### config.mk
export PLATFORM = sky130hd
export DESIGN_NAME = uart_rx_core_flat
export DESIGN_NICKNAME = d
export VERILOG_FILES = /design/src/rtl/uart_rx_core_if.sv /design/src/rtl/uart_rx_core.sv /design/src/flat_wrapper.sv
export SDC_FILE = /design/constraint.sdc
export NUM_CORES = 1
export LEC_CHECK = 0
export BUFFER_PORTS_ARGS = -buffer_cell sky130_fd_sc_hd__clkbuf_2
export CORE_MARGIN = 5
export CORE_UTILIZATION = 55
export DETAILED_ROUTE_END_ITERATION = 7
export PLACE_DENSITY = 0.73
export SLEW_MARGIN = 20
export SYNTH_ARGS = -nofsm -noshare
export SYNTH_HDL_FRONTEND = slang
export SYNTH_SLANG_ARGS = --single-unit
### constraint.sdc
create_clock -name clk -period 2.4 [get_ports clk]
set_clock_uncertainty 0.05 [all_clocks]
set_input_delay 0.24 -clock clk [delete_from_list [all_inputs] [get_ports clk]]
set_output_delay 0.24 -clock clk [all_outputs]
set_load 0.02 [all_outputs]
### src/rtl/uart_rx_core_if.sv
// Receiver-side bundle between the UART register block and uart_rx_core.
// The register block drives enable/line and copies data and flags back.
interface uart_rx_core_if #(
  parameter int DATA_BITS = 8
);
  logic                 rx_en;
  logic                 data_in;
  logic [DATA_BITS-1:0] data_out;
  logic                 done;
  logic                 err;
  logic                 busy;

  modport master (
    output rx_en,
    output data_in,
    input  data_out,
    input  done,
    input  err,
    input  busy
  );

  modport slave (
    input  rx_en,
    input  data_in,
    output data_out,
    output done,
    output err,
    output busy
  );
endinterface

### src/rtl/uart_rx_core.sv
// 8N1 UART receiver: 2-flop line sync, start-bit validation,
// three-tap majority sampling, level-held done/err flags.
module uart_rx_core #(
  parameter int CLKS_PER_BIT = 434,
  parameter int DATA_BITS    = 8
) (
  input logic           clk,
  input logic           rst,
  uart_rx_core_if.slave rx
);

  localparam int HALF = CLKS_PER_BIT / 2;
  localparam int CW   = $clog2(CLKS_PER_BIT);
  localparam int BW   = $clog2(DATA_BITS + 1);

  typedef enum logic [2:0] {
    IDLE,
    START,
    DATA,
    STOP,
    WAIT_HI
  } state_t;

  state_t state, state_n;

  logic                 sync1, sync2;
  logic                 rxs;
  logic [CW-1:0]        cnt, cnt_n;
  logic [BW-1:0]        bit_idx, bit_idx_n;
  logic [DATA_BITS-1:0] shreg, shreg_n;
  logic                 tap0, tap0_n;
  logic                 tap1, tap1_n;
  logic [DATA_BITS-1:0] data_q, data_n;
  logic                 done_q, done_n;
  logic                 err_q, err_n;

  logic at_lo, at_mid, at_dec, at_wrap, maj;

  assign rxs     = sync2;
  assign at_lo   = (cnt == CW'(HALF - 1));
  assign at_mid  = (cnt == CW'(HALF));
  assign at_dec  = (cnt == CW'(HALF + 1));
  assign at_wrap = (cnt == CW'(CLKS_PER_BIT - 1));
  assign maj     = (tap0 & tap1) | (tap0 & rxs) | (tap1 & rxs);

  always_ff @(posedge clk) begin
    if (!rst) begin
      sync1 <= 1'b1;
      sync2 <= 1'b1;
    end else begin
      sync1 <= rx.data_in;
      sync2 <= sync1;
    end
  end

  always_ff @(posedge clk) begin
    if (!rst) begin
      state   <= IDLE;
      cnt     <= '0;
      bit_idx <= '0;
      shreg   <= '0;
      tap0    <= 1'b1;
      tap1    <= 1'b1;
      data_q  <= '0;
      done_q  <= 1'b0;
      err_q   <= 1'b0;
    end else begin
      state   <= state_n;
      cnt     <= cnt_n;
      bit_idx <= bit_idx_n;
      shreg   <= shreg_n;
      tap0    <= tap0_n;
      tap1    <= tap1_n;
      data_q  <= data_n;
      done_q  <= done_n;
      err_q   <= err_n;
    end
  end

  always_comb begin
    state_n   = state;
    cnt_n     = cnt;
    bit_idx_n = bit_idx;
    shreg_n   = shreg;
    tap0_n    = tap0;
    tap1_n    = tap1;
    data_n    = data_q;
    done_n    = done_q;
    err_n     = err_q;

    if (state != IDLE) begin
      cnt_n = at_wrap ? '0 : cnt + CW'(1);
      if (at_lo)  tap0_n = rxs;
      if (at_mid) tap1_n = rxs;
    end

    unique case (state)
      IDLE: begin
        // The detecting edge is count 0 of the start bit.
        if (rx.rx_en && !rxs) begin
          state_n = START;
          cnt_n   = CW'(1);
        end
      end
      START: begin
        if (at_dec && maj) begin
          state_n = IDLE;
        end else if (at_dec) begin
          done_n    = 1'b0;
          err_n     = 1'b0;
          bit_idx_n = '0;
        end else if (at_wrap) begin
          state_n = DATA;
        end
      end
      DATA: begin
        if (at_dec)
          shreg_n = {maj, shreg[DATA_BITS-1:1]};
        if (at_wrap) begin
          if (bit_idx == BW'(DATA_BITS - 1))
            state_n = STOP;
          else
            bit_idx_n = bit_idx + BW'(1);
        end
      end
      STOP: begin
        if (at_dec && maj) begin
          data_n  = shreg;
          done_n  = 1'b1;
          state_n = IDLE;
        end else if (at_dec) begin
          err_n   = 1'b1;
          state_n = WAIT_HI;
        end
      end
      WAIT_HI: begin
        if (rxs) state_n = IDLE;
      end
      default: state_n = IDLE;
    endcase

    if (state != IDLE && !rx.rx_en) begin
      state_n = IDLE;
      data_n  = data_q;
      done_n  = done_q;
      err_n   = err_q;
    end

    if (state_n == IDLE || state_n == WAIT_HI)
      cnt_n = '0;
  end

  assign rx.data_out = data_q;
  assign rx.done     = done_q;
  assign rx.err      = err_q;
  assign rx.busy     = (state != IDLE);

endmodule

### src/flat_wrapper.sv
// flat-port wrapper written by rule: the top's interface ports become plain ports
module uart_rx_core_flat 
#(
  parameter int CLKS_PER_BIT = 434,
  parameter int DATA_BITS    = 8
)
  (clk, rst, rx_rx_en, rx_data_in, rx_data_out, rx_done, rx_err, rx_busy);
  uart_rx_core_if #(.DATA_BITS(DATA_BITS)) rx_i ();
  input logic clk;
  input logic rst;
  input wire logic [$bits(rx_i.rx_en)-1:0] rx_rx_en;
  input wire logic [$bits(rx_i.data_in)-1:0] rx_data_in;
  output wire logic [$bits(rx_i.data_out)-1:0] rx_data_out;
  output wire logic [$bits(rx_i.done)-1:0] rx_done;
  output wire logic [$bits(rx_i.err)-1:0] rx_err;
  output wire logic [$bits(rx_i.busy)-1:0] rx_busy;
  assign rx_i.rx_en = rx_rx_en;
  assign rx_i.data_in = rx_data_in;
  assign rx_data_out = rx_i.data_out;
  assign rx_done = rx_i.done;
  assign rx_err = rx_i.err;
  assign rx_busy = rx_i.busy;
  uart_rx_core #(.CLKS_PER_BIT(CLKS_PER_BIT), .DATA_BITS(DATA_BITS)) u_core (.clk(clk), .rst(rst), .rx(rx_i));
endmodule
# Yosys cells after proc, flatten, opt, wreduce, memory -nomap -nowiden
# Cells that the tools add are included.
[word_totals]
wordCells = 83
ff_bits = 38
input_bits = 4
output_inout_bits = 11
[op_classes]
add_sub_neg = 2
n_eq_ne = 17
reduce_logical = 19
n_mux = 27
bitwise_logic = 7
[op_table]
columns = ["operator", "n"]
rows = [
  ["9-bit 2-to-1 mux", 4],
  ["3-bit 2-to-1 mux", 10],
  ["9-bit by 8-bit equality test with 1-bit output, second input constant", 3],
  ["4-bit 2-to-1 mux", 4],
  ["3-bit one-hot mux with 5 select lines", 1],
  ["5-bit AND reduction", 2],
  ["9-bit by 1-bit adder with 9-bit output, second input constant", 1],
  ["9-bit equality test, second input constant", 1],
  ["2-bit by 1-bit inequality test with 1-bit output, second input constant", 4],
  ["4-bit one-hot mux with 2 select lines", 1],
  ["3-bit by 2-bit equality test with 1-bit output, second input constant", 2],
  ["3-bit equality test, second input constant", 2],
  ["3-bit zero test", 2],
  ["2-bit inequality test, second input constant", 3],
  ["2-bit AND reduction", 3],
  ["6-bit AND reduction", 1],
  ["1-bit 2-to-1 mux", 5],
  ["4-bit by 1-bit adder with 4-bit output, second input constant", 1],
  ["4-bit by 3-bit equality test with 1-bit output, second input constant", 1],
  ["1-bit one-hot mux with 2 select lines", 2],
  ["2-bit nonzero test", 2],
  ["1-bit bitwise AND", 3],
  ["3-bit by 1-bit equality test with 1-bit output, second input constant", 1],
  ["1-bit logical AND", 3],
  ["other kinds (7)", 10],
]

# Longest topological paths before layout
[logic_depth]
ltp_word = 10
ltp_mapped = 7
ltp_nobuf = 6

# Least setup slack after synthesis
# Ideal clock, no wire load.
[synth_path]
kind = "reg2reg"
startpoint = "register u_core.state[1]"
endpoint = "register u_core.bit_idx[3]"
required_ps = 2217
arrival_ps = 1484
synth_period_minus_slack_ps = 1667
setup_time_ps = 133
path_stages_with_launch = 6
setup_slack_ps = 733
path_buffers = 1
cell_sequence = "dfxtp_1 -> buf_4 -> or3b_4 -> or4_4 -> nand2_1 -> a311oi_1"
[synth_via]
elab_chain_cells = 3
elab_cells_between_ends = 9
cone_classes = "eq/ne: 6; mux: 1; reduce/logical: 2"
[synth_rtl]
columns = ["element", "line", "text"]
rows = [
  ["from (decl)", "uart_rx_core.sv:24", "state_t state, state_n;"],
  ["from (signal assigned)", "uart_rx_core.sv:68", "state <= state_n;"],
  ["3-bit by 2-bit equality test with 1-bit output or 3-bit by 1-bit equality test with 1-bit output (tied branches)", "uart_rx_core.sv:97", "unique case (state)"],
  ["2-bit by 1-bit inequality test with 1-bit output (no line), or another cell as far along", "-", ""],
  ["5-bit AND reduction (no line)", "-", ""],
  ["to (signal assigned)", "uart_rx_core.sv:70", "bit_idx <= bit_idx_n;"],
  ["to (decl)", "uart_rx_core.sv:29", "logic [BW-1:0] bit_idx, bit_idx_n;"],
]
# Parallel ways exist; a longest one is shown, timed or not.
# A chain may end at the register's enable or synchronous reset.

# Worst setup path after layout
[layout_path]
startpoint = "register u_core.sync2 (netlist: u_core.rxs)"
endpoint = "register u_core.cnt[5]"
[layout_via]
elab_chain_cells = 10
elab_cells_between_ends = 19
cone_classes = "eq/ne: 1; mux: 8; bitwise: 4; reduce/logical: 6"
[layout_rtl]
columns = ["element", "line", "text"]
rows = [
  ["from (decl)", "uart_rx_core.sv:26", "logic sync1, sync2;"],
  ["from (signal assigned)", "uart_rx_core.sv:52", "sync2 <= sync1;"],
  ["1-bit bitwise AND", "uart_rx_core.sv:44", "assign maj = (tap0 & tap1) | (tap0 & rxs) | (tap1 & rxs);"],
  ["1-bit bitwise OR (2 in a row)", "uart_rx_core.sv:44", ""],
  ["1-bit logical AND", "uart_rx_core.sv:106, uart_rx_core.sv:127", ""],
  ["3-bit 2-to-1 mux, on equally long branches", "uart_rx_core.sv:127, uart_rx_core.sv:106", ""],
  ["3-bit one-hot mux with 5 select lines", "uart_rx_core.sv:97", ""],
  ["3-bit 2-to-1 mux", "uart_rx_core.sv:142", "if (state != IDLE && !rx.rx_en) begin"],
  ["3-bit equality test or 3-bit zero test (tied branches)", "uart_rx_core.sv:149", "if (state_n == IDLE || state_n == WAIT_HI)"],
  ["1-bit logical OR", "uart_rx_core.sv:149", ""],
  ["2-bit OR reduction (no line)", "-", ""],
  ["to (signal assigned)", "uart_rx_core.sv:69", "cnt <= cnt_n;"],
  ["to (decl)", "uart_rx_core.sv:28", "logic [CW-1:0] cnt, cnt_n;"],
]
# Parallel ways exist; a longest one is shown, timed or not.

==> impl_results.md <==
- CP Max Fanout: 14
- Clk sinks: 38
- Largest cells by area after synthesis: dfxtp_1 (39%), mux2i_1 (4.6%), a21oi_1 (4.1%), nor2_1 (3.9%), o21ai_0 (3.9%)
- CP delay by family, top: compound AO/OA/AOI/OAI gates
- Synth Area in Adders: 4.24%
- Synth cell types: 54
- GP Congestion: 0.865
- Input/output buffers: 14
- Async SR Flop Fraction: 0%
- Max VDD drop: 0.227 mV
- Setup bufs post-CTS: 0
- Setup CP Type: reg2reg
- Max incr delay on CP: 580 ps
- Multiplexer share of the synthesized area: 4.63%
- Fin crit period: 2140 ps
- RSZ-0062 raised after global routing: false
- Post-Syn Area: 0.00195 mm2
- Synthesized area per cell: 9.10 um2
- Post-synthesis register bit count: 38
- First-pass GRT wire length: 7080 um
- CTS tree: built
- Met2 Track Usage GR: 30.4%
- P_leak: 0.783 nW
- Rows: 21
- CTS Root Cell: clkbuf_4
- Crit start category: register
- Setup_tns: 0 ps
- Deepest clock path buffer count: 2
- Initial antenna violation count: 0
- First-pass detailed-route iteration total: 4
- Largest family of logic cells by synthesized area: simple AND/OR/NAND/NOR gates
- Vias per std cell: 6.12
- Area Growth Syn to Fin: 7.01%
- DRT antenna net count: 0
- Final period utilization: 89.0%
- WP buf/inv: 0
- Post-Synth XOR/XNOR Area: 1.35%
- Clock-pin slew on the worst setup and hold paths: 120 ps
- Cell area power density: 538 mW/mm2
- Die Wd: 69.5 um
- Hold_buf cts: 0
- Gr ovfl total: 0
- Required time of the critical path: 2570 ps
- Outcome: finished, final reports clean
- HP Class: in2reg
- Synthesis Warnings: 0
- CTS buffer count: 5
- Flop2flop setup slack: 260 ps
- Total power: 1.12 mW
- Iter 0 DRT Violations: 92
- Pin count of the biggest net entering global routing: 22
- Routed wire length: 4190 um
- Met1 usage: 21.4%
- Vias: 1653
- Total die area: 0.00483 mm2
- Total GRT Usage: 18.0%
- Critical hold path startpoint: rx_data_in
- R2R Path End: u_core.cnt[5]
- Launch point of the worst reg-to-reg path: u_core.rxs
- Top-area cell type share of the netlist area: 39.1%
- Worst Path Arrival: 2310 ps
- Initial Util: 57.4%
- Core Area: 0.00339 mm2
- Hold Path Sink: u_core.sync1
- Final setup violation count: 0
- Vias in the first global route: 1516
- DP HPWL: 2990 um
- Max Cap Violations: 0
- Register area share after synthesis: 39.1%
- Layout cells sized above 1: 16.5%
- Hold depth: 2
- Main flop type after synthesis: dfxtp_1
- Nets@finish: 232
- I/O pins: 15
- R2R cell count: 4
- Relative slew slack: 60.5%
- Max-slew violation count: 0
- Most Crowded Layer GR: met2
- Cell taking the most area after synthesis: dfxtp_1
- Mapped Cells: 214
- H-tree Lvls: 2
- GRT met3 Usage: 5.07%
- Post-synth EDFFs: 0
- Slowest CP cell: o311ai_4
- Compound-Gate Fraction of Synth Area: 19.4%
- Fmax: 468 MHz
- Die Y: 69.5 um
- Worst-Margin Slew: 592 ps
- Synth Area in Simple Gates: 25.6%
- Final Hold Fails: 0
- Residual DRC count: 0
- CTS resizes: 0
- Avg WL per Cell: 15.5 um
- CP Capture Type: register
- Post-Syn Nets: 223
- Diode count: 0
- Skew-Pair Late Insertion Delay: 360 ps
- Cell Chain, Critical Path: maj3_1 -> a41oi_2 -> o311ai_4 -> a311oi_1
where the power goes:
part | leakage (nW) | total [mW] | switching [mW] | internal [mW]
logic | 0.439 | 0.0384 | 0.0270 | 0.0114
clock network | 0.0374 | 0.447 | 0.228 | 0.218
registers | 0.307 | 0.636 | 0.00312 | 0.633
total | 0.783 | 1.12 | 0.258 | 0.863
cell type report:
cell class / instances / area, um2
flip-flops and latches: 38 / 761
fillers: 287 / 1310
clock inverters: 3 / 45.0
clock buffers: 5 / 37.5
multi-input cells: 155 / 1070
repair buffers: 15 / 77.6
inverters: 8 / 30.0
well taps: 46 / 57.6
layer usage:
| layer | vias up | part of all wire (%) |
|---|---|---|
| met1 | 786 | 44 |
| met3 | 6 | 5.3 |
| li1 | 821 | - |
| met5 | - | 0 |
| met4 | 0 | 1.6 |
| met2 | 40 | 49 |
Yosys cell counts, types with 4 or more instances:
library cell   n
ha_1           5
dfxtp_1       38
o21ai_0       15
a311oi_1       4
mux2i_1        9
buf_2          5
inv_1          8
nand4_1        6
nor2_1        20
nand2_1        9
a21oi_1       16
nand3b_1       4
nand3_1       14
registers in the layout (all words and copies together) (netlist names):
| register | cells |
|---|---|
| u_core.state | 3 |
| u_core.tap1 | 1 |
| u_core.bit_idx | 4 |
| u_core.tap0 | 1 |
| u_core.shreg | 8 |
| u_core.rxs | 1 |
| u_core.cnt | 9 |
| u_core.sync1 | 1 |
| u_core.rx.done | 1 |
| u_core.rx.data_out | 8 |
| u_core.rx.err | 1 |
cell families after synthesis:
group,after synthesis
xor+xnor,3
flops,38
compound gates,55
buf+inv,21
fa+ha+maj,7
mux,9
simple gates,81
per-stage QoR:
step | hold slack, ps | std cells | setup WS (ps) | utilization (%) | cell area (um2)
6_report | 20.1 | 270 | 265 | 61.5 | 2080
5_1_grt | 4.18 | 270 | 100 | 61.5 | 2080
4_1_cts | 2.04 | 270 | 288 | 61.5 | 2080
3_5_place_dp | 383 | 262 | 312 | 59.0 | 2000
3_3_place_gp | 371 | 262 | 421 | 59.0 | 2000
2_1_floorplan | 291 | 214 | 733 | - | 1950
cell usage in the layout (no fill, tap or decap), types with 2 or more instances in the layout:
cell and n:
a21oi_1 16, and3b_1 2, a22oi_1 3, o211ai_1 2, nor4_1 3, xnor2_1 2
nand3_1 14, nor2_1 20, clkinvlp_4 2, clkbuf_2 14, nand3b_1 4, nand2_1 9
inv_1 8, a31oi_1 2, maj3_1 2, nand4_1 6, nor3_1 2, o21ai_1 2
a311oi_1 4, clkbuf_4 5, o21ai_0 15, nand2b_1 3, and4_1 3, dfxtp_1 38
ha_1 5, mux2i_1 9
worst max path at each step:
| stage | startpoint | end | slack (ps) | cells after the start |
|---|---|---|---|---|
| after floorplan | u_core.state[1] | u_core.bit_idx[3] | 730 | 5 |
| after global placement | u_core.rxs | u_core.cnt[1] | 420 | 4 |
| after detailed placement | u_core.rxs | u_core.cnt[5] | 310 | 4 |
| after CTS | u_core.rxs | u_core.cnt[5] | 290 | 4 |
| after global routing | u_core.rxs | u_core.cnt[2] | 100 | 4 |
| final | u_core.rxs | u_core.cnt[5] | 260 | 4 |
(Power assumes the default switching activity.)
